**src/rtl/ifu_fetch_queue_pkg.sv**
```systemverilog
// Shared fetch-path widths, reset PC default and the buffered entry layout.
package ifu_fetch_queue_pkg;

  localparam int unsigned InstAddrBus = 64;
  localparam int unsigned InstBus     = 32;

  localparam logic [InstAddrBus-1:0] RESET_PC_DEFAULT = 64'h0000_0000_8000_0000;

  typedef logic [InstAddrBus-1:0] inst_addr_t;
  typedef logic [InstBus-1:0]     inst_t;

  typedef struct packed {
    inst_addr_t pc;
    inst_t      inst;
  } fq_entry_t;

  function automatic inst_addr_t align_pc(input inst_addr_t pc);
    return pc & ~inst_addr_t'(3);
  endfunction

endpackage

```
**src/rtl/ifu_sync_fifo.sv**
```systemverilog
// Power-of-two synchronous FIFO with flush; head data is read combinationally.
module ifu_sync_fifo #(
  parameter int unsigned WIDTH = 96,
  parameter int unsigned DEPTH = 4
) (
  input  logic                     clk,
  input  logic                     rst,
  input  logic                     flush,
  input  logic                     push,
  input  logic [WIDTH-1:0]         push_data,
  input  logic                     pop,
  output logic [$clog2(DEPTH):0]   count,
  output logic [WIDTH-1:0]         head_data
);

  localparam int unsigned AW = $clog2(DEPTH);
  localparam int unsigned CW = AW + 1;

  logic [WIDTH-1:0] mem_q [DEPTH];
  logic [AW-1:0]    wr_ptr_q, wr_ptr_d;
  logic [AW-1:0]    rd_ptr_q, rd_ptr_d;
  logic [CW-1:0]    count_q, count_d;
  logic             push_eff, pop_eff;

  assign push_eff = push && !flush;
  assign pop_eff  = pop && !flush && (count_q != '0);

  always_comb begin
    wr_ptr_d = wr_ptr_q;
    rd_ptr_d = rd_ptr_q;
    count_d  = count_q;
    if (flush) begin
      wr_ptr_d = '0;
      rd_ptr_d = '0;
      count_d  = '0;
    end else begin
      if (push_eff) wr_ptr_d = wr_ptr_q + AW'(1);
      if (pop_eff)  rd_ptr_d = rd_ptr_q + AW'(1);
      count_d = count_q + CW'(push_eff) - CW'(pop_eff);
    end
  end

  always_ff @(posedge clk) begin
    if (!rst) begin
      wr_ptr_q <= '0;
      rd_ptr_q <= '0;
      count_q  <= '0;
    end else begin
      wr_ptr_q <= wr_ptr_d;
      rd_ptr_q <= rd_ptr_d;
      count_q  <= count_d;
    end
  end

  always_ff @(posedge clk) begin
    if (rst && push_eff) mem_q[wr_ptr_q] <= push_data;
  end

  assign count     = count_q;
  assign head_data = mem_q[rd_ptr_q];

  a_count_bound: assert property (@(posedge clk) disable iff (!rst) count_q <= CW'(DEPTH));

endmodule

```
**src/rtl/ifu_fetch_queue.sv**
```systemverilog
// Fetch unit: issues in-order instruction requests, buffers {pc, inst} responses
// and hands them to the core; a redirect flushes the buffer and squashes in-flight responses.
module ifu_fetch_queue
  import ifu_fetch_queue_pkg::*;
#(
  parameter logic [63:0] RESET_PC = RESET_PC_DEFAULT,
  parameter int unsigned DEPTH    = 4
) (
  input  logic        clk,
  input  logic        rst,
  input  logic        redirect_valid,
  input  logic [63:0] redirect_pc,
  output logic        mem_req_valid,
  input  logic        mem_req_ready,
  output logic [63:0] mem_req_addr,
  input  logic        mem_resp_valid,
  input  logic [31:0] mem_resp_data,
  output logic        out_valid,
  input  logic        out_ready,
  output logic [63:0] out_pc,
  output logic [31:0] out_inst
);

  localparam int unsigned CW = $clog2(DEPTH) + 1;
  localparam logic [CW:0] DepthLim = DEPTH[CW:0];

  typedef logic [CW-1:0] cnt_t;

  inst_addr_t fpc_q, fpc_d;
  inst_addr_t rpc_q, rpc_d;
  cnt_t       outstanding_q, outstanding_d;
  cnt_t       drop_q, drop_d;

  cnt_t       fifo_count;
  fq_entry_t  head;
  fq_entry_t  push_entry;
  logic [CW:0] inflight;
  logic       req_fire;
  logic       resp_keep;
  logic       fifo_pop;
  inst_addr_t redir_pc;

  assign redir_pc  = align_pc(redirect_pc);
  assign inflight  = {1'b0, fifo_count} + {1'b0, outstanding_q};

  assign mem_req_valid = rst && !redirect_valid && (inflight < DepthLim);
  assign mem_req_addr  = fpc_q;
  assign req_fire      = mem_req_valid && mem_req_ready;

  assign resp_keep  = mem_resp_valid && !redirect_valid && (drop_q == '0);
  assign push_entry = '{pc: rpc_q, inst: mem_resp_data};

  assign out_valid = rst && (fifo_count != '0);
  assign out_pc    = out_valid ? head.pc   : '0;
  assign out_inst  = out_valid ? head.inst : '0;
  assign fifo_pop  = out_valid && out_ready && !redirect_valid;

  always_comb begin
    fpc_d         = fpc_q;
    rpc_d         = rpc_q;
    outstanding_d = outstanding_q + cnt_t'(req_fire) - cnt_t'(mem_resp_valid);
    drop_d        = drop_q;
    if (redirect_valid) begin
      fpc_d  = redir_pc;
      rpc_d  = redir_pc;
      // Everything still in flight after this cycle belongs to the old stream.
      drop_d = outstanding_d;
    end else begin
      if (req_fire)  fpc_d = fpc_q + 64'd4;
      if (resp_keep) rpc_d = rpc_q + 64'd4;
      if (mem_resp_valid && (drop_q != '0)) drop_d = drop_q - cnt_t'(1);
    end
  end

  always_ff @(posedge clk) begin
    if (!rst) begin
      fpc_q         <= RESET_PC;
      rpc_q         <= RESET_PC;
      outstanding_q <= '0;
      drop_q        <= '0;
    end else begin
      fpc_q         <= fpc_d;
      rpc_q         <= rpc_d;
      outstanding_q <= outstanding_d;
      drop_q        <= drop_d;
    end
  end

  ifu_sync_fifo #(
    .WIDTH ($bits(fq_entry_t)),
    .DEPTH (DEPTH)
  ) u_fifo (
    .clk       (clk),
    .rst       (rst),
    .flush     (redirect_valid),
    .push      (resp_keep),
    .push_data (push_entry),
    .pop       (fifo_pop),
    .count     (fifo_count),
    .head_data (head)
  );

  a_resp_expected: assert property (@(posedge clk) disable iff (!rst)
    mem_resp_valid |-> (outstanding_q != '0));

endmodule

```
**config.mk**
```make
export PLATFORM = sky130hd
export DESIGN_NAME = ifu_fetch_queue
export DESIGN_NICKNAME = d
export VERILOG_FILES = /design/src/rtl/ifu_fetch_queue_pkg.sv /design/src/rtl/ifu_sync_fifo.sv /design/src/rtl/ifu_fetch_queue.sv
export SDC_FILE = /design/constraint.sdc
export NUM_CORES = 1
export LEC_CHECK = 0
export BUFFER_PORTS_ARGS = -buffer_cell sky130_fd_sc_hd__buf_2
export CORE_AREA = 2 2 198 200
export DETAILED_ROUTE_END_ITERATION = 8
export DIE_AREA = 0 0 200 202
export PLACE_DENSITY = 0.89
export SLEW_MARGIN = 15
export SYNTH_ARGS = -nofsm -noshare
export SYNTH_HDL_FRONTEND = slang
export SYNTH_SLANG_ARGS = --single-unit
```
**constraint.sdc**
```tcl
create_clock -name clk -period 5.4 [get_ports clk]
set_input_delay 0.54 -clock clk [delete_from_list [all_inputs] [get_ports clk]]
set_output_delay 0.54 -clock clk [all_outputs]
set_load 0.05 [all_outputs]
```
==> flow_metrics.py, run 1 <==
metrics = {
    "worst_setup_path": {
        "worstPathRequired_ns": 4.86,
        "timing.reg2reg.setup_slack_ns": 2.12,
        "critPathMaxFanout": 44,
        "worst-endpoint-arrival_ns": 3.05,
        "setup.worst_path.start_class": "flop",
        "worstSetupPathType": "flop to primary output",
        "worst_setup_end_kind": "primary output",
    },
    "synth": {
        "synth_enable_flop_cells": 376,
        "post_synth_simple_gate_area_pct": 12.7,
        "synth_area_per_cell_um2": 13.6,
        "ys_dominant_reg_cell": "sky130_fd_sc_hd__edfxtp_1",
        "yosys.area_share.xor_xnor_pct": 3.22,
        "synth-compound-area-share_pct": 6.92,
        "yosys_warnings": 0,
        "mappedNetlistArea_um2": 22000,
        "postSynthRegisterBits": 515,
        "synthDistinctLibCells": 62,
        "synthAdderAreaFrac_pct": 0.978,
        "synthMuxAreaShare_pct": 9.96,
        "synth-async-reset-ratio_pct": 0,
        "seq_area_frac_synth_pct": 64.0,
        "synth_top_family_by_area": "simple AND/OR/NAND/NOR gates",
        "post_synth_inst_count": 1617,
    },
    "die": {
        "floorplan.die.width_um": 200,
        "total_die_area_um2": 40400,
        "io_pins": 264,
        "initial_utilization_pct": 57.5,
        "num_rows": 72,
        "dieHeight_um": 202,
        "standard_cell_core_area_um2": 38300,
    },
    "cts": {
        "clock_path_buffers": 3,
        "clock_sink_count": 515,
        "tritoncts": "done",
        "htree_num_levels": 2,
        "post_cts_resized": 0,
        "post_cts.repair.setup_buffers": 0,
        "cts_buffer_count": 50,
        "cts.hold.buffers_added": 0,
        "clk_pin_slew_worst_paths_ns": 0.07,
        "clkLatencyLatePin_ns": 0.59,
        "clock_tree_root_driver_cell": "sky130_fd_sc_hd__clkbuf_16",
    },
    "sta": {
        "post-route-worst-setup-slack_ns": 1.81,
        "rsz0062_at_grt": "no",
        "max_clock_freq_mhz": 279,
        "final.setup_skew_ns": 0.0269,
        "holdWs_ns": 0.167,
        "final.period_utilization_pct": 66.4,
        "final-max-slew-violation-count": 0,
        "setup_violations": 0,
        "period_needed_ns": 3.59,
        "tns_ns": 0,
        "slew_headroom_pct": 28.5,
        "max_slew.worst_pin.slew_ns": 1.06,
        "timing_hold_violations_final": 0,
    },
    "pwr": {
        "total_power_w": 0.00891,
        "p_switching_w": 0.00220,
        "share_seq_of_total_power_pct": 51.0,
        "max-vdd-ir-drop_v": 0.000302,
        "power.static_leakage_nw": 9.17,
        "switching_share_pct": 24.7,
        "combinationalPowerShare_pct": 8.9,
        "clock_power_share_pct": 40.1,
        "power_per_cell_area_nw_per_um2": 350,
        "p_int_w": 0.00671,
    },
    "global_routing": {
        "grt_antenna_before_repair": 1,
        "grt_pass1_wl_um": 85500,
        "globalRoute.totalOverflow": 0,
        "grt_start_max_net_pins": 107,
        "global_route.usage.total_pct": 27.8,
        "number_of_global_route_vias_before_repair": 15000,
    },
    "place": {
        "io_buffer_count": 257,
        "dpl_cell_area_um2": 23800,
        "finalWeightedCongestion": 0.919,
        "pre_cts_ws_ns": 1.72,
        "detailedPlacementHpwl_um": 35900,
    },
    "cells_and_area": {
        "mostFrequentLayoutCell": "sky130_fd_sc_hd__edfxtp_1",
        "layout_common_cells": "sky130_fd_sc_hd__edfxtp_1 (376), sky130_fd_sc_hd__buf_2 (256), sky130_fd_sc_hd__dfxtp_1 (137), sky130_fd_sc_hd__and3_1 (121), sky130_fd_sc_hd__nand2_1 (102)",
        "area_growth_pct": 15.8,
        "finalInstanceArea_um2": 25500,
        "design.final.nets": 1972,
        "drive_above_1_share_pct": 24.9,
        "filler_cell_count": 2639,
    },
    "job": {
        "cap_viol_max_count": 0,
    },
    "route": {
        "detail_route.wl_per_cell_um": 23.3,
        "post-route-drc-count": 0,
        "vias": 15300,
        "first_iter_violations": 1240,
        "drtAntennaViolNets": 0,
        "routed_wl_um": 56200,
        "drt_first_pass_iters": 6,
        "post_drt_via_cell_ratio": 6.33,
    },
    "status": {
        "outcome": "complete, no violations",
    },
    "min_path": {
        "min_delay_path_class": "input port to flop",
    },
}
-- layer usage --
metal | GRT usage [%] | vias up | wire, µm
met4 | 9.50 | 0 | 1710
met1 | 39.1 | 7494 | 22400
li1 | - | 6754 | -
met5 | 0 | - | 0
met2 | 43.6 | 891 | 26100
met3 | 5.51 | 130 | 5990
-- power by group through the flow --
stage          clock (W)  sequential (W)  combinational, W
3_3_place_gp           0         0.00460          0.000756
4_1_cts          0.00361         0.00453          0.000787
2_1_floorplan          0         0.00468          0.000441
5_1_grt          0.00375         0.00456          0.000848
3_5_place_dp           0         0.00462          0.000777
6_report         0.00358         0.00454          0.000792
-- cell usage after synthesis, drive strengths merged (3+ instances only) --
library cell / instances / area share (%)
nand3: 58 / 1.3
or4: 6 / 0.22
nand4: 53 / 1.5
o21a: 3 / 0.10
a22oi: 13 / 0.44
mux2i: 3 / 0.14
a41oi: 3 / 0.12
nor3: 43 / 0.98
dfxtp: 139 / 13
nand3b: 3 / 0.10
xor2: 30 / 1.2
and4: 11 / 0.44
o211ai: 7 / 0.24
nor4: 14 / 0.45
nand2: 102 / 1.7
xnor2: 51 / 2.0
nor2: 67 / 1.1
mux2: 4 / 0.20
buf: 18 / 0.38
nand4b: 4 / 0.16
clkbuf: 82 / 1.4
o31ai: 3 / 0.10
or3: 9 / 0.26
a21oi: 81 / 1.8
a21o: 3 / 0.10
and2: 17 / 0.48
edfxtp: 376 / 51
and3: 125 / 3.6
o21ai: 74 / 1.7
mux4: 94 / 9.6
inv: 26 / 0.44
a221o: 6 / 0.27
ha: 14 / 0.80
a21boi: 4 / 0.14
o22ai: 14 / 0.40
nand2b: 3 / 0.085
a31oi: 25 / 0.71
a211oi: 3 / 0.10
o31a: 4 / 0.16
-- kinds of logic after synthesis --
kind of cell,Yosys count
AND/OR/NAND/NOR,521
flip-flops,515
AO/OA/AOI/OAI,255
buffers and inverters,127
multiplexers,101
XOR/XNOR,81
adder cells (fa/ha/maj),16
other,1
-- worst max-delay path: stages (launching register included) --
cell	delay [ns]
sky130_fd_sc_hd__dfxtp_4	0.92
sky130_fd_sc_hd__buf_4	0.49
sky130_fd_sc_hd__mux4_2	0.56
sky130_fd_sc_hd__and3_1	0.20
sky130_fd_sc_hd__buf_2	0.21
-- metrics by stage --
step	instances	utilization, %
2_1_floorplan	1620	-
3_3_place_gp	2320	62.1
3_5_place_dp	2320	62.1
4_1_cts	2411	66.6
5_1_grt	2412	66.6
6_report	2412	66.6
-- flip-flops by register name (all words and copies together) (netlist names), named ones only --
signal           count
u_fifo.count         3
rpc_q               62
u_fifo.rd_ptr_q      2
drop_q               3
u_fifo.mem_q       376
outstanding_q        3
u_fifo.wr_ptr_q      2
mem_req_addr        62
-- worst paths after layout --
check,endpoint,from,depth (start not counted)
setup reg to reg,drop_q[2],u_fifo.count[2],12
setup / recovery,out_inst[24],flop,4
hold / removal,u_fifo.mem_q[3][0],mem_resp_data[0],1
hold reg to reg,u_fifo.wr_ptr_q[0],u_fifo.wr_ptr_q[0],2
-- cell type report --
type	instances	area, µm²	area share (%)
tap	518	648	2.54
timing repair buffer	282	1490	5.84
clock inverter	34	353	1.38
clock buffer	57	1340	5.26
antenna	1	2.50	0.00982
inverter	27	101	0.398
multi-input combinational	978	7470	29.3
sequential	515	14100	55.2
Power figures use the tool's default switching activity.
==> inputs of run 2 (changes only) <==
Clock period 5.4 ns to 3.4 ns, I/O delays scaled along.
==> flow_metrics.py, run 2 (synthesis gave the netlist of run 1 again) <==
metrics = {
    "sta": {
        "final.setup_skew_ns": 0.0219,
        "setup_violations": 0,
        "tns_ns": 0,
        "final.period_utilization_pct": 85.3,
        "rsz0062_at_grt": "no",
        "slew_headroom_pct": 38.9,
        "max_clock_freq_mhz": 345,
        "final-max-slew-violation-count": 0,
        "max_slew.worst_pin.slew_ns": 0.917,
        "timing_hold_violations_final": 0,
        "period_needed_ns": 2.90,
    },
    "cts": {
        "tritoncts": "done",
        "cts.hold.buffers_added": 36,
        "clock_sink_count": 515,
        "clkLatencyLatePin_ns": 0.60,
        "clock_path_buffers": 3,
        "post_cts.repair.setup_buffers": 0,
        "clock_tree_root_driver_cell": "sky130_fd_sc_hd__clkbuf_16",
        "post_cts_resized": 0,
        "cts_buffer_count": 50,
        "clk_pin_slew_worst_paths_ns": 0.07,
        "htree_num_levels": 2,
    },
    "worst_setup_path": {
        "worstPathRequired_ns": 3.06,
        "critPathSlowestCell": "sky130_fd_sc_hd__dfxtp_4",
        "setup.worst_path.start_class": "flop",
        "max_stage_delay_ns": 0.58,
        "worstSetupPathType": "flop to primary output",
        "timing.reg2reg.setup_slack_ns": 0.57,
        "timing.critical_path.buf_inv": 2,
        "worst-r2r-cell-count": 7,
        "critPathMaxFanout": 35,
        "worst-endpoint-arrival_ns": 2.56,
        "worst_setup_end_kind": "primary output",
        "regToRegEndpoint": "mem_req_addr[39]",
        "critical_path_cell_list": "buf_12 > mux4_2 > and3_1 > buf_2",
        "path_delay_family": "flip-flops",
        "worstReg2RegStart": "u_fifo.count[2]",
    },
    "cells_and_area": {
        "registers.top_by_ff_count": "u_fifo.mem_q",
        "area_growth_pct": 18.1,
        "mostFrequentLayoutCell": "sky130_fd_sc_hd__edfxtp_1",
        "diodes": 0,
        "drive_above_1_share_pct": 24.9,
        "design.final.nets": 2021,
        "largest_register_ffs": 376,
        "layout_common_cells": "sky130_fd_sc_hd__edfxtp_1 (376), sky130_fd_sc_hd__buf_2 (256), sky130_fd_sc_hd__dfxtp_1 (137), sky130_fd_sc_hd__and3_1 (121), sky130_fd_sc_hd__nand2_1 (102)",
    },
    "min_path": {
        "whs_path_depth": 3,
        "hold-path-endpoint": "mem_req_addr[58]",
        "min_from": "redirect_pc[58]",
        "min_delay_path_class": "input port to flop",
    },
    "global_routing": {
        "global_route.usage.total_pct": 28.5,
        "grt_antenna_before_repair": 1,
        "grt_pass1_wl_um": 87200,
        "grt_start_max_net_pins": 97,
        "number_of_global_route_vias_before_repair": 15100,
        "globalRoute.totalOverflow": 0,
    },
    "route": {
        "routed_wl_um": 57200,
        "vias": 15600,
        "drt_first_pass_iters": 8,
        "drtAntennaViolNets": 0,
        "post-route-drc-count": 0,
        "post_drt_via_cell_ratio": 6.34,
        "first_iter_violations": 1441,
        "detail_route.wl_per_cell_um": 23.2,
    },
    "place": {
        "detailedPlacementHpwl_um": 36400,
        "finalWeightedCongestion": 0.936,
        "io_buffer_count": 257,
    },
    "pwr": {
        "max-vdd-ir-drop_v": 0.000369,
        "p_int_w": 0.0105,
        "share_seq_of_total_power_pct": 51.5,
        "power_per_cell_area_nw_per_um2": 539,
        "clock_power_share_pct": 39.1,
        "total_power_w": 0.0140,
        "combinationalPowerShare_pct": 9.4,
        "power.static_leakage_nw": 9.37,
        "p_switching_w": 0.00349,
        "switching_share_pct": 25.0,
    },
    "die": {
        "num_rows": 72,
        "standard_cell_core_area_um2": 38300,
        "dieHeight_um": 202,
        "initial_utilization_pct": 57.5,
        "total_die_area_um2": 40400,
        "io_pins": 264,
        "floorplan.die.width_um": 200,
    },
    "job": {
        "cap_viol_max_count": 0,
    },
    "status": {
        "outcome": "complete, no violations",
    },
}
run 2: changes by cell type in the layout (fill, tap and decap cells not counted), moves of 2 or more:
cell	delta
sky130_fd_sc_hd__buf_12	+10
sky130_fd_sc_hd__buf_4	+3
sky130_fd_sc_hd__bufinv_16	-2
sky130_fd_sc_hd__clkbuf_1	+6
sky130_fd_sc_hd__clkbuf_16	-2
sky130_fd_sc_hd__clkinv_1	-6
sky130_fd_sc_hd__clkinv_2	+3
sky130_fd_sc_hd__clkinv_4	-4
sky130_fd_sc_hd__clkinvlp_4	+2
sky130_fd_sc_hd__dlygate4sd3_1	+36
run 2: cell type report:
| type | instances | area (µm²) |
|---|---|---|
| Fill cell | 2589 | 12300 |
| Tap cell | 518 | 648 |
| Clock buffer | 63 | 1340 |
| Inverter | 27 | 101 |
| Clock inverter | 28 | 278 |
| Timing Repair Buffer | 331 | 2070 |
| Multi-Input combinational cell | 978 | 7470 |
| Sequential cell | 515 | 14100 |
run 2: routing by layer:
metal | routed length [µm] | share of wire (%) | track usage [%] | vias to the layer above
met2 | 26600 | 47 | 44.1 | 1042
met5 | 36 | 0.063 | 0 | -
met3 | 6440 | 11 | 6.67 | 145
met1 | 22100 | 39 | 39.8 | 7560
li1 | - | - | - | 6853
met4 | 1970 | 3.4 | 10.5 | 2
run 2: through the flow:
stage | cells | worst slack, ns | hold WS (ns) | utilization, % | cell area (µm²)
finish | 2460 | 0.498 | 0.0317 | 67.9 | 26000
floorplan | 1620 | 0.407 | 0.439 | - | 22000
global placement | 2333 | 0.739 | 0.474 | 62.7 | 24000
CTS | 2460 | 0.426 | 0.00245 | 67.9 | 26000
detailed placement | 2333 | 0.646 | 0.489 | 62.7 | 24000
global route | 2460 | 0.357 | 0.0317 | 67.9 | 26000
run 2: worst max path at each step:
stage,start,endpoint,cells after the start
finish,flop,out_pc[39],4
global route,flop,out_pc[39],4
CTS,flop,out_pc[39],4
detailed placement,u_fifo.count[2],mem_req_addr[39],7
global placement,outstanding_q[2],mem_req_addr[39],7
floorplan,outstanding_q[2],drop_q[2],13
run 2: worst register-to-register path, stage by stage, from the launching register on:
cell and delay [ns]:
sky130_fd_sc_hd__dfxtp_1 0.38, sky130_fd_sc_hd__ha_1 0.25, sky130_fd_sc_hd__nor3_1 0.23, sky130_fd_sc_hd__and4_1 0.27, sky130_fd_sc_hd__buf_4 0.43, sky130_fd_sc_hd__nand3_1 0.41
sky130_fd_sc_hd__or4_1 0.59, sky130_fd_sc_hd__a31oi_1 0.18
run 2: power groups by stage:
| stage | Combinational, W | Clock (W) | Sequential [W] |
|---|---|---|---|
| CTS | 0.00130 | 0.00554 | 0.00720 |
| global placement | 0.00123 | 0 | 0.00730 |
| finish | 0.00131 | 0.00547 | 0.00721 |
| global route | 0.00140 | 0.00578 | 0.00723 |
| floorplan | 0.000701 | 0 | 0.00742 |
| detailed placement | 0.00126 | 0 | 0.00733 |
==> inputs of run 3 (changes only) <==
Settings changed: CORE_AREA 2 2 198 200 to 2 2 207 209, DIE_AREA 0 0 200 202 to 0 0 209 211, PLACE_DENSITY 0.89 to 0.86.
Clock period 3.4 ns to 2.4 ns, I/O delays scaled along.
==> flow_metrics.py, run 3 (synthesis gave the netlist of run 1 again) <==
metrics = {
    "cts": {
        "clock_path_buffers": 3,
        "clk_pin_slew_worst_paths_ns": 0.06,
        "cts_buffer_count": 50,
        "tritoncts": "done",
        "clock_tree_root_driver_cell": "sky130_fd_sc_hd__clkbuf_16",
        "clkLatencyLatePin_ns": 0.59,
        "clock_sink_count": 515,
        "htree_num_levels": 2,
    },
    "cells_and_area": {
        "mostFrequentLayoutCell": "sky130_fd_sc_hd__edfxtp_1",
        "final_cell_count_no_fill": 2607,
        "design.final.nets": 2146,
        "largest_register_ffs": 376,
        "layout_common_cells": "sky130_fd_sc_hd__edfxtp_1 (376), sky130_fd_sc_hd__buf_2 (171), sky130_fd_sc_hd__dfxtp_1 (110), sky130_fd_sc_hd__nand2_1 (101), sky130_fd_sc_hd__mux4_2 (94)",
        "area_growth_pct": 30.2,
        "fin_util_pct": 68.6,
        "registers.top_by_ff_count": "u_fifo.mem_q",
        "drive_above_1_share_pct": 33.8,
    },
    "die": {
        "initial_utilization_pct": 52.7,
        "num_rows": 75,
        "io_pins": 264,
        "total_die_area_um2": 44100,
        "dieHeight_um": 211,
        "floorplan.die.width_um": 209,
        "standard_cell_core_area_um2": 41800,
    },
    "sta": {
        "max_slew.worst_pin.slew_ns": 1.09,
        "post-route-worst-setup-slack_ns": -0.135,
        "slew_headroom_pct": 27.4,
        "final.period_utilization_pct": 106,
        "tns_ns": -4.32,
        "final-max-slew-violation-count": 0,
        "period_needed_ns": 2.54,
        "final.setup_skew_ns": 0.0208,
        "setup_violations": 72,
        "rsz0062_at_grt": "yes",
        "max_clock_freq_mhz": 394,
        "timing_hold_violations_final": 0,
    },
    "place": {
        "io_buffer_count": 257,
        "finalWeightedCongestion": 0.964,
        "numPlacedInstances": 2413,
        "detailedPlacementHpwl_um": 38200,
        "pre_cts_ws_ns": -0.0405,
    },
    "global_routing": {
        "grt_start_max_net_pins": 103,
        "grt_antenna_before_repair": 0,
        "groute.layer.met3.usage_pct": 5.03,
        "global_route.usage.total_pct": 28.7,
        "globalRoute.totalOverflow": 0,
        "grt_pass1_wl_um": 96200,
        "use_met1_pct": 39.6,
        "number_of_global_route_vias_before_repair": 16000,
        "grtUsageMet2_pct": 46.1,
        "grt_max_usage_layer": "met2",
    },
    "worst_setup_path": {
        "worstPathRequired_ns": 2.16,
        "worstReg2RegStart": "u_fifo.count[2]",
        "worst-endpoint-arrival_ns": 2.30,
        "setup.worst_path.start_class": "flop",
        "worst_setup_end_kind": "primary output",
        "critPathSlowestCell": "sky130_fd_sc_hd__mux4_2",
        "critPathMaxFanout": 5,
        "timing.critical_path.mode_cell": "sky130_fd_sc_hd__buf_12",
        "critical_path_cell_list": "buf_12 > buf_12 > clkbuf_16 > mux4_2 > and3_4 > buf_6",
        "worstSetupPathType": "flop to primary output",
        "max_stage_delay_ns": 0.54,
    },
    "status": {
        "failed_checks": "setup timing",
        "outcome": "finished, violations left",
    },
    "pwr": {
        "p_switching_w": 0.00522,
        "power_per_cell_area_nw_per_um2": 717,
        "share_seq_of_total_power_pct": 49.5,
        "total_power_w": 0.0205,
        "switching_share_pct": 25.4,
        "p_int_w": 0.0153,
        "power.static_leakage_nw": 10.0,
        "clock_power_share_pct": 39.2,
        "max-vdd-ir-drop_v": 0.000565,
        "combinationalPowerShare_pct": 11.2,
    },
    "min_path": {
        "min_from": "redirect_pc[21]",
        "min_delay_path_class": "input port to flop",
    },
    "route": {
        "post-route-drc-count": 0,
        "drt_first_pass_iters": 5,
        "routed_wl_um": 64500,
        "first_iter_violations": 1638,
        "detail_route.wl_per_cell_um": 24.7,
        "vias": 16500,
        "post_drt_via_cell_ratio": 6.32,
        "drtAntennaViolNets": 0,
    },
    "job": {
        "cap_viol_max_count": 0,
    },
}
==> run 3: cell count changes in the layout (fill, tap and decap cells not counted), moves of 6 or more <==
cell,previous run,this run
sky130_fd_sc_hd__and3_1,121,43
sky130_fd_sc_hd__and3_4,4,82
sky130_fd_sc_hd__buf_12,11,27
sky130_fd_sc_hd__buf_16,0,7
sky130_fd_sc_hd__buf_2,256,171
sky130_fd_sc_hd__buf_4,28,85
sky130_fd_sc_hd__buf_6,0,86
sky130_fd_sc_hd__dfxtp_1,137,110
sky130_fd_sc_hd__dfxtp_2,0,12
sky130_fd_sc_hd__dfxtp_4,2,17
sky130_fd_sc_hd__dlygate4sd3_1,36,76
sky130_fd_sc_hd__ha_1,14,8
==> run 3: layout make-up <==
cell class                 count  area [µm²]
antenna                        1        2.50
clock buffer                  56        1270
tap                          539         674
multi-input combinational    978        8030
timing repair buffer         456        4040
inverter                      27         104
fill                        2682       13100
clock inverter                35         378
sequential                   515       14200
==> run 3: through the flow <==
step | instance area, µm² | hold WS [ns]
6_report | 28700 | 0.0289
5_1_grt | 28600 | 0.0175
4_1_cts | 28400 | 0.000232
3_5_place_dp | 24700 | 0.462
3_3_place_gp | 24700 | 0.451
2_1_floorplan | 22200 | 0.339
==> run 3: worst max-delay path: cells and delay by family, from the launching register on <==
| kind | cells | cell delay (ns) |
|---|---|---|
| buf+inv | 4 | 0.55 |
| simple gates | 1 | 0.22 |
| flops | 1 | 0.39 |
| mux | 1 | 0.54 |
==> run 3: timing repair <==
item,4_1_cts,5_1_grt
setup endpoints to repair,97,131
endpoints found under the hold margin,191,0
gates resized for setup,239,48
cloned,8,2
setup buffers,11,9
pin swaps,3,18
hold buffers,76,0
==> run 3: power by group through the flow <==
stage | clock network, W | logic [W] | registers [W]
3_3_place_gp | 0 | 0.00192 | 0.0103
4_1_cts | 0.00809 | 0.00221 | 0.0102
5_1_grt | 0.00848 | 0.00245 | 0.0102
3_5_place_dp | 0 | 0.00196 | 0.0103
2_1_floorplan | 0 | 0.00102 | 0.0105
6_report | 0.00806 | 0.00231 | 0.0102
==> run 3: final timing paths <==
kind,end,slack (ns),depth (start not counted)
worst max register to register,u_fifo.count[2],0,9
worst min-delay path,mem_req_addr[21],0.03,3
worst min register to register,u_fifo.wr_ptr_q[1],0.51,2
worst max-delay path,out_inst[16],-0.14,6
==> run 3: per-layer routing <==
metal / share of wire [%] / vias to the layer above
li1: - / 7121
met1: 40 / 8070
met2: 47 / 1115
met3: 9.7 / 172
met4: 3.3 / 0
met5: 0 / -
